**src/rtl/jtag_tap_controller.sv**
```systemverilog
// -----------------------------------------------------------------------------
// jtag_tap_controller
//   IEEE 1149.1-style Test Access Port: 16-state TAP FSM, IR_size-bit
//   instruction register, single-bit bypass register and registered TDO mux.
//   Sits in front of the SDRAM-controller boundary-scan register (BSR):
//   generates the BSR capture/shift/update enables and the pin-vs-core mode
//   select, and returns the BSR serial-out on TDO. Everything runs on TCK;
//   BSR control is delivered as clock enables, never as gated clocks.
//
// Ports
//   TCK           in   test clock, all flops on rising edge
//   reset         in   synchronous active-high, forces Test-Logic-Reset
//   TMS           in   test mode select
//   TDI           in   test data in (also the BSR serial-in)
//   TDO           out  registered test data out
//   enableTDO     out  registered, high after Shift-IR/Shift-DR edges
//   BSR_scan_out  in   serial-out of the external BSR
//   captureDR     out  BSR capture enable
//   shiftDR       out  BSR shift enable
//   updateDR      out  BSR update enable
//   test_mode     out  EXTEST/INTEST active: BSR drives pins/core
//   select_BR     out  bypass register selected
//   instruction   out  active instruction
//   tap_state     out  current TAP state code
//   reset_bar     out  low while in Test-Logic-Reset
// -----------------------------------------------------------------------------
module jtag_tap_controller #(
    parameter int                  IR_size    = 3,
    parameter logic [IR_size-1:0]  IR_CAPTURE = IR_size'(1)
) (
    input  logic               TCK,
    input  logic               reset,
    input  logic               TMS,
    input  logic               TDI,
    output logic               TDO,
    output logic               enableTDO,
    input  logic               BSR_scan_out,
    output logic               captureDR,
    output logic               shiftDR,
    output logic               updateDR,
    output logic               test_mode,
    output logic               select_BR,
    output logic [IR_size-1:0] instruction,
    output logic [3:0]         tap_state,
    output logic               reset_bar
);

    typedef enum logic [3:0] {
        ST_TLR    = 4'hF, ST_RTI    = 4'hC,
        ST_SEL_DR = 4'h7, ST_CAP_DR = 4'h6, ST_SH_DR  = 4'h2, ST_EX1_DR = 4'h1,
        ST_PAU_DR = 4'h3, ST_EX2_DR = 4'h0, ST_UPD_DR = 4'h5,
        ST_SEL_IR = 4'h4, ST_CAP_IR = 4'hE, ST_SH_IR  = 4'hA, ST_EX1_IR = 4'h9,
        ST_PAU_IR = 4'hB, ST_EX2_IR = 4'h8, ST_UPD_IR = 4'hD
    } tap_state_t;

    localparam logic [IR_size-1:0] EXTEST         = IR_size'(0);
    localparam logic [IR_size-1:0] SAMPLE_PRELOAD = IR_size'(1);
    localparam logic [IR_size-1:0] INTEST         = IR_size'(2);
    localparam logic [IR_size-1:0] BYPASS         = '1;

    tap_state_t         state, state_next;
    logic [IR_size-1:0] ir_shift;
    logic [IR_size-1:0] ir_active;
    logic               byp;
    logic               bsr_sel;

    // Next-state logic: standard 1149.1 TMS-driven transitions.
    // NOTE: every always_comb output gets a default first so no path can
    // leave it unassigned and infer a latch.
    always_comb begin
        state_next = state;
        unique case (state)
            ST_TLR:    state_next = TMS ? ST_TLR    : ST_RTI;
            ST_RTI:    state_next = TMS ? ST_SEL_DR : ST_RTI;
            ST_SEL_DR: state_next = TMS ? ST_SEL_IR : ST_CAP_DR;
            ST_CAP_DR: state_next = TMS ? ST_EX1_DR : ST_SH_DR;
            ST_SH_DR:  state_next = TMS ? ST_EX1_DR : ST_SH_DR;
            ST_EX1_DR: state_next = TMS ? ST_UPD_DR : ST_PAU_DR;
            ST_PAU_DR: state_next = TMS ? ST_EX2_DR : ST_PAU_DR;
            ST_EX2_DR: state_next = TMS ? ST_UPD_DR : ST_SH_DR;
            ST_UPD_DR: state_next = TMS ? ST_SEL_DR : ST_RTI;
            ST_SEL_IR: state_next = TMS ? ST_TLR    : ST_CAP_IR;
            ST_CAP_IR: state_next = TMS ? ST_EX1_IR : ST_SH_IR;
            ST_SH_IR:  state_next = TMS ? ST_EX1_IR : ST_SH_IR;
            ST_EX1_IR: state_next = TMS ? ST_UPD_IR : ST_PAU_IR;
            ST_PAU_IR: state_next = TMS ? ST_EX2_IR : ST_PAU_IR;
            ST_EX2_IR: state_next = TMS ? ST_UPD_IR : ST_SH_IR;
            ST_UPD_IR: state_next = TMS ? ST_SEL_DR : ST_RTI;
        endcase
    end

    // State register.
    // NOTE: sequential state uses non-blocking assignments so every flop
    // samples pre-edge values regardless of block ordering.
    always_ff @(posedge TCK) begin
        if (reset) state <= ST_TLR;
        else       state <= state_next;
    end

    // Instruction register: capture/shift stage plus the active (update) stage.
    // The active instruction is forced to BYPASS on any edge that lands in or
    // stays in Test-Logic-Reset, so TLR always presents BYPASS even when it
    // was reached through Update-IR on the way.
    always_ff @(posedge TCK) begin
        if (reset) begin
            ir_shift  <= IR_CAPTURE;
            ir_active <= BYPASS;
        end else begin
            if (state == ST_CAP_IR)
                ir_shift <= IR_CAPTURE;
            else if (state == ST_SH_IR)
                ir_shift <= {TDI, ir_shift[IR_size-1:1]};

            if (state_next == ST_TLR)
                ir_active <= BYPASS;
            else if (state == ST_UPD_IR)
                ir_active <= ir_shift;
        end
    end

    // Instruction decode: unknown codes fall back to bypass.
    always_comb begin
        bsr_sel   = (ir_active == EXTEST) || (ir_active == SAMPLE_PRELOAD) ||
                    (ir_active == INTEST);
        test_mode = (ir_active == EXTEST) || (ir_active == INTEST);
        select_BR = !bsr_sel;
    end

    // Bypass register and the registered TDO mux. TDO holds between shifts.
    always_ff @(posedge TCK) begin
        if (reset) begin
            byp       <= 1'b0;
            TDO       <= 1'b0;
            enableTDO <= 1'b0;
        end else begin
            enableTDO <= (state == ST_SH_IR) || (state == ST_SH_DR);
            if (state == ST_CAP_DR && select_BR)
                byp <= 1'b0;
            if (state == ST_SH_IR) begin
                TDO <= ir_shift[0];
            end else if (state == ST_SH_DR) begin
                if (select_BR) begin
                    TDO <= byp;
                    byp <= TDI;
                end else begin
                    TDO <= BSR_scan_out;
                end
            end
        end
    end

    // BSR enables and status outputs, combinational from registered state.
    assign captureDR   = (state == ST_CAP_DR) && bsr_sel;
    assign shiftDR     = (state == ST_SH_DR)  && bsr_sel;
    assign updateDR    = (state == ST_UPD_DR) && bsr_sel;
    assign instruction = ir_active;
    assign tap_state   = state;
    assign reset_bar   = (state != ST_TLR);

endmodule

```
**config.mk**
```make
export PLATFORM = sky130hd
export DESIGN_NAME = jtag_tap_controller
export DESIGN_NICKNAME = d
export VERILOG_FILES = /design/src/rtl/jtag_tap_controller.sv
export SDC_FILE = /design/constraint.sdc
export NUM_CORES = 1
export LEC_CHECK = 0
export BUFFER_PORTS_ARGS = -buffer_cell sky130_fd_sc_hd__buf_2
export CAP_MARGIN = 25
export CELL_PAD_IN_SITES_DETAIL_PLACEMENT = 1
export CELL_PAD_IN_SITES_GLOBAL_PLACEMENT = 1
export CORE_MARGIN = 3
export CORE_UTILIZATION = 36
export CTS_BUF_LIST = sky130_fd_sc_hd__clkbuf_16
export DETAILED_ROUTE_END_ITERATION = 10
export GPL_TIMING_DRIVEN = 0
export PLACE_DENSITY_LB_ADDON = 0.1
export SYNTH_ARGS = -nofsm -noshare
export SYNTH_HDL_FRONTEND = slang
export SYNTH_SLANG_ARGS = --single-unit
```
**constraint.sdc**
```tcl
create_clock -name TCK -period 1.67 [get_ports TCK]
set_clock_uncertainty 0.15 [all_clocks]
set_input_delay 0.167 -clock TCK [delete_from_list [all_inputs] [get_ports TCK]]
set_output_delay 0.167 -clock TCK [all_outputs]
set_load 0.01 [all_outputs]
```
=== Word-level counts from Yosys, hierarchy flattened ===
Index checks and enable logic that the tools add are counted.

* Register bits after elaboration: 13
* Latch bits: 0
* Memory bits (writable): 0
* Memory bits (read-only): 0
* Bits of input ports: 5
* Output and inout bits: 15
* Logic and storage cells: 62
* Memories: 0

* $add $sub $neg: 0
* $mul: 0
* Divide/modulo/power cells: 0
* $lt $le $gt $ge: 0
* Equality and inequality tests: 19
* Shift operators: 0
* Multiplexer cells: 20
* Bitwise gates (word level): 0
* Reductions and logical operators: 17

{| class="wikitable"
|+ Operators by type and width
! cell !! number
|-
| $pmux W4 S12 || 1
|-
| $eq A4 B4 Y1 const B || 9
|-
| $eq A4 B3 Y1 const B || 4
|-
| $mux W2 || 6
|-
| $mux W3 || 4
|-
| $eq A4 B2 Y1 const B || 2
|-
| $mux W1 || 8
|-
| $reduce_or A2 Y1 || 4
|-
| $eq A4 B1 Y1 const B || 1
|-
| $logic_and A1 B1 Y1 || 4
|-
| $logic_not A4 Y1 || 1
|-
| $logic_or A1 B1 Y1 || 4
|-
| $mux W4 || 1
|-
| $ne A4 B4 Y1 const B || 1
|-
| $eq A3 B1 Y1 const B || 1
|-
| $eq A3 B2 Y1 const B || 1
|-
| $logic_not A3 Y1 || 1
|-
| $reduce_or A3 Y1 || 1
|-
| $reduce_bool A2 Y1 || 1
|-
| $logic_not A1 Y1 || 1
|}

=== Logic depth before layout (Yosys ltp) ===
* Depth in word-level cells: 9
* Mapped depth: 5

=== Worst setup path after synthesis ===
Ideal clock, no wire load.

* Path type: register to register
* Start point: register ir_active[1] (netlist: instruction[1])
* End point: register TDO
* Setup time: 0.096 ns
* Arrival time: 1.229 ns
* Required time: 1.424 ns
* Slack: 0.196 ns
* Cell stages (with the launch flop): 4
* Path through: dfxtp_1 > a21oi_1 > mux2_2 > o41ai_2

* Longest elaborated chain between the ends: 6

{| class="wikitable"
|+ Ends and longest elaborated chain
! element !! RTL line !! source
|-
| start, declared || 63 || <nowiki>logic [IR_size-1:0] ir_active;</nowiki>
|-
| start signal, assigned || 117 || <nowiki>ir_active <= ir_shift;</nowiki>
|-
| $eq A3 B1 Y1 / $logic_not A3 Y1 (equally long branches) || 123 || <nowiki>bsr_sel = (ir_active == EXTEST) || (ir_active == SAMPLE_PRELOAD) ||</nowiki>
|-
| $logic_or A1 B1 Y1 || 123 ||
|-
| $logic_or A1 B1 Y1 (*) || 123 ||
|-
| $mux W1 (*) || 142 || <nowiki>if (select_BR) begin</nowiki>
|-
| $mux W1 (*) || 141 || <nowiki>end else if (state == ST_SH_DR) begin</nowiki>
|-
| $mux W1 (*) || 139 || <nowiki>if (state == ST_SH_IR) begin</nowiki>
|-
| end signal, assigned || 140 || <nowiki>TDO <= ir_shift[0];</nowiki>
|-
| end signal, assigned || 143 || <nowiki>TDO <= byp;</nowiki>
|-
| end signal, assigned || 146 || <nowiki>TDO <= BSR_scan_out;</nowiki>
|-
| end, declared || 35 || <nowiki>output logic TDO,</nowiki>
|}

Mark *: on every way between the ends. The rest lies on a longest branch, timed or not. The select of a mux whose other input is x is not followed.
A chain may end at the register's enable or synchronous reset.

=== Worst setup path after layout ===
* Start point: register state[0] (netlist: tap_state[0])
* End point: output port shiftDR

* Longest elaborated chain between the ends: 2

{| class="wikitable"
|+ Ends and longest elaborated chain
! element !! RTL line !! source
|-
| start, declared || 61 || <nowiki>tap_state_t state, state_next;</nowiki>
|-
| start signal, assigned || 97 || <nowiki>else state <= state_next;</nowiki>
|-
| $eq A4 B2 Y1 || 154 || <nowiki>assign shiftDR = (state == ST_SH_DR) && bsr_sel;</nowiki>
|-
| $logic_and A1 B1 Y1 || 154 ||
|-
| end, declared || 39 || <nowiki>output logic shiftDR,</nowiki>
|}

Every way passes these cells.

==> reports/metrics.csv <==
metric;value;unit
outcome;complete, no violations;
top_layer_used;met4;
finalSetupViolCount;0;
netlist_instances;80;
ys_types;37;
multi_input_area;420;um^2
cts_root_buffer;clkbuf_16;
port-buffer-count;19;
yosysWarningCount;0;
ff2ff_path_depth;4;
dr.pass1.iters;2;
worstSkewPairLatency;0.24;ns
die_height;50.4;um
track_usage;15.6;%
num_rows;15;
synthesis.nets;85;
antenna_found_initial;0;
final-seq-area;269;um^2
hold_viol_final;0;
cts.repair.resized;4;
p_leak;0.000407;uW
vias_per_cell;5.20;
coreArea;1800;um^2
hp-class;input port to flip-flop;
dr_wl_met2;867;um
synthAdderAreaFrac;0;%
clk_pin_slew;0.05;ns
ys_seq_area_share;36.7;%
powerDensity;1120;nW/um^2
synth_simple_gate_area_share;34.9;%
path_class;flip-flop to primary output;
die_area;2540;um^2
grt_pass1_wl;2.95;mm
htreeDepth;1;
vias;661;
nNetsFinal;108;
fill_cells;230;
drc_errors;0;
postCtsHoldBufs;0;
synth_edf_count;0;
yosysTopAreaCell;dfxtp_1;
endpoint_kind;primary output;
synth_top_cells_by_count;dfxtp_1, a21oi_1, nand2_1, nor2_1, nand3b_1;
synth.area.mux_share;5.82;%
clock.fmax;610;MHz
wirelength_met1;864;um
finalHoldWorstSlack;0.0594;ns
insertedDiodeCount;0;
max_cap_viol_count;0;
finish.instance_area;937;um^2
cp.required;1.35;ns
ios;20;
ff2ff_setup_slack;0.20;ns
synth_compound_area_share;16.2;%
syn_area;709;um^2
synthFlopType;dfxtp_1;
ys_seq_elements;13;
cp-start-kind;flip-flop;
synthToLayoutAreaGrowth;32.1;%
ant_nets;0;
crit_path_max_fanout;6;
cts_tree;built;
synth.most_common_cell;dfxtp_1;
detailed_place_hpwl;1.30;mm
post_cts_buffers;0;
routedWlPerCell;14.3;um
synth_top_family_by_area;simple AND/OR/NAND/NOR gates;
syn_area_per_cell;8.87;um^2
synth_xor_area_share;0;%
worst_pin_slew;0.383;ns
rsz0062_at_grt;true;
period_minus_slack;1.64;ns
worst_ep_arrival_time;1.32;ns
synthArstFlopShare;0;%
min_path_cells;2;
slew_violations;0;
cts_buffer_depth;2;
ir_drop;0.000543;V
r2r_end;instruction[2];
grt_remaining_overflow;0;
finalSetupTns;0;ns
yosys-top-cells-area;dfxtp_1, nand3b_1, a21oi_1, mux2i_1, nand2_1;
numCtsBuffers;3;
routed_wl;1.82;mm
wl_met3;72;um
placed_area;836;um^2
post_route_cells_drive_above_1_share;38.2;%
gp_congestion;0.694;
slew_headroom;74.5;%
synth_top_area_share;36.7;%
die_x;50.4;um
r2r-start;tap_state[0];
grt_pass1_vias;587;
hold_start;reset;
drt_iter0_drc;2;
cts.sinks;13;
timing.final.crit_share;98.1;%
initial_core_util;39.4;%
hold_path_end;TDO;
grt_max_degree;11;
## worst max path at each step
stage                    end           start  depth (start not counted)  slack (ns)
floorplan                TDO  instruction[1]                          3        0.20
global placement         TDO  instruction[1]                          3        0.09
detailed placement       TDO  instruction[1]                          3         0.1
CTS                 updateDR    tap_state[2]                          4       0.004
global route         shiftDR    tap_state[0]                          3       -0.06
finish               shiftDR    tap_state[0]                          3        0.03
## routing by layer
layer	GRT usage, %	up-vias
met4	6.73	0
met1	22.1	315
met5	0	-
li1	-	330
met3	2.97	2
met2	22.8	14
## area by class of cell
type                            instances  share of cell area, %
Clock buffer                            3                   8.01
Inverter                                2                  0.801
Timing Repair Buffer                   19                   10.1
Sequential cell                        13                   28.7
Multi-Input combinational cell         59                   44.9
Buffer                                  5                   3.74
Tap cell                               25                   3.34
Clock inverter                          1                  0.401
## stage by stage
stage / total power, uW / util [%] / setup slack, ns / std cells
after floorplan: 527 / - / 0.196 / 80
after detailed placement: 600 / 46.4 / 0.0991 / 124
after CTS: 1050 / 51.0 / 0.00413 / 127
after global routing: 1110 / 52.0 / -0.0600 / 127
after global placement: 594 / 46.4 / 0.0946 / 124
final: 1050 / 52.0 / 0.0312 / 127
## cell families (layout without fill, tap and decap cells)
logic type	Yosys count	after routing
DFF	13	13
and+or+nand+nor	39	39
AOI/OAI and AO/OA	16	16
buffers and inverters	8	30
muxes	4	4
## sequential cells by signal (all words and copies together), names as in the netlist
| signal | count |
|---|---|
| byp | 1 |
| tap_state | 4 |
| instruction | 3 |
| TDO | 1 |
| enableTDO | 1 |
| ir_shift | 3 |
## power by group
group / internal (uW) / switching (uW)
logic: 107 / 118
registers: 338 / 37.9
clock network: 316 / 130
## worst max-delay path, stage by stage, from the launching register on
cell and delay [ns]:
dfxtp_1 0.35, or3b_4 0.44, nor3_1 0.14, buf_2 0.15
## layout by cell type (no fill, tap or decap), types with 2 or more instances in the layout
cell type | synthesis | layout
nand3b_1 | 5 | 5
or2_2 | 2 | 2
nor3_1 | 2 | 2
mux2i_1 | 3 | 3
or4_1 | 2 | 2
a21oi_1 | 7 | 6
buf_2 | 2 | 20
nor2_1 | 6 | 6
nor2b_1 | 2 | 2
dfxtp_4 | 0 | 2
dfxtp_1 | 13 | 10
or2b_1 | 2 | 2
nand2_1 | 6 | 6
inv_1 | 2 | 3
clkbuf_16 | 0 | 3
buf_4 | 1 | 2
nand2b_1 | 2 | 2
nand3_1 | 2 | 2
Note: power is estimated with default switching activity, not from simulation.
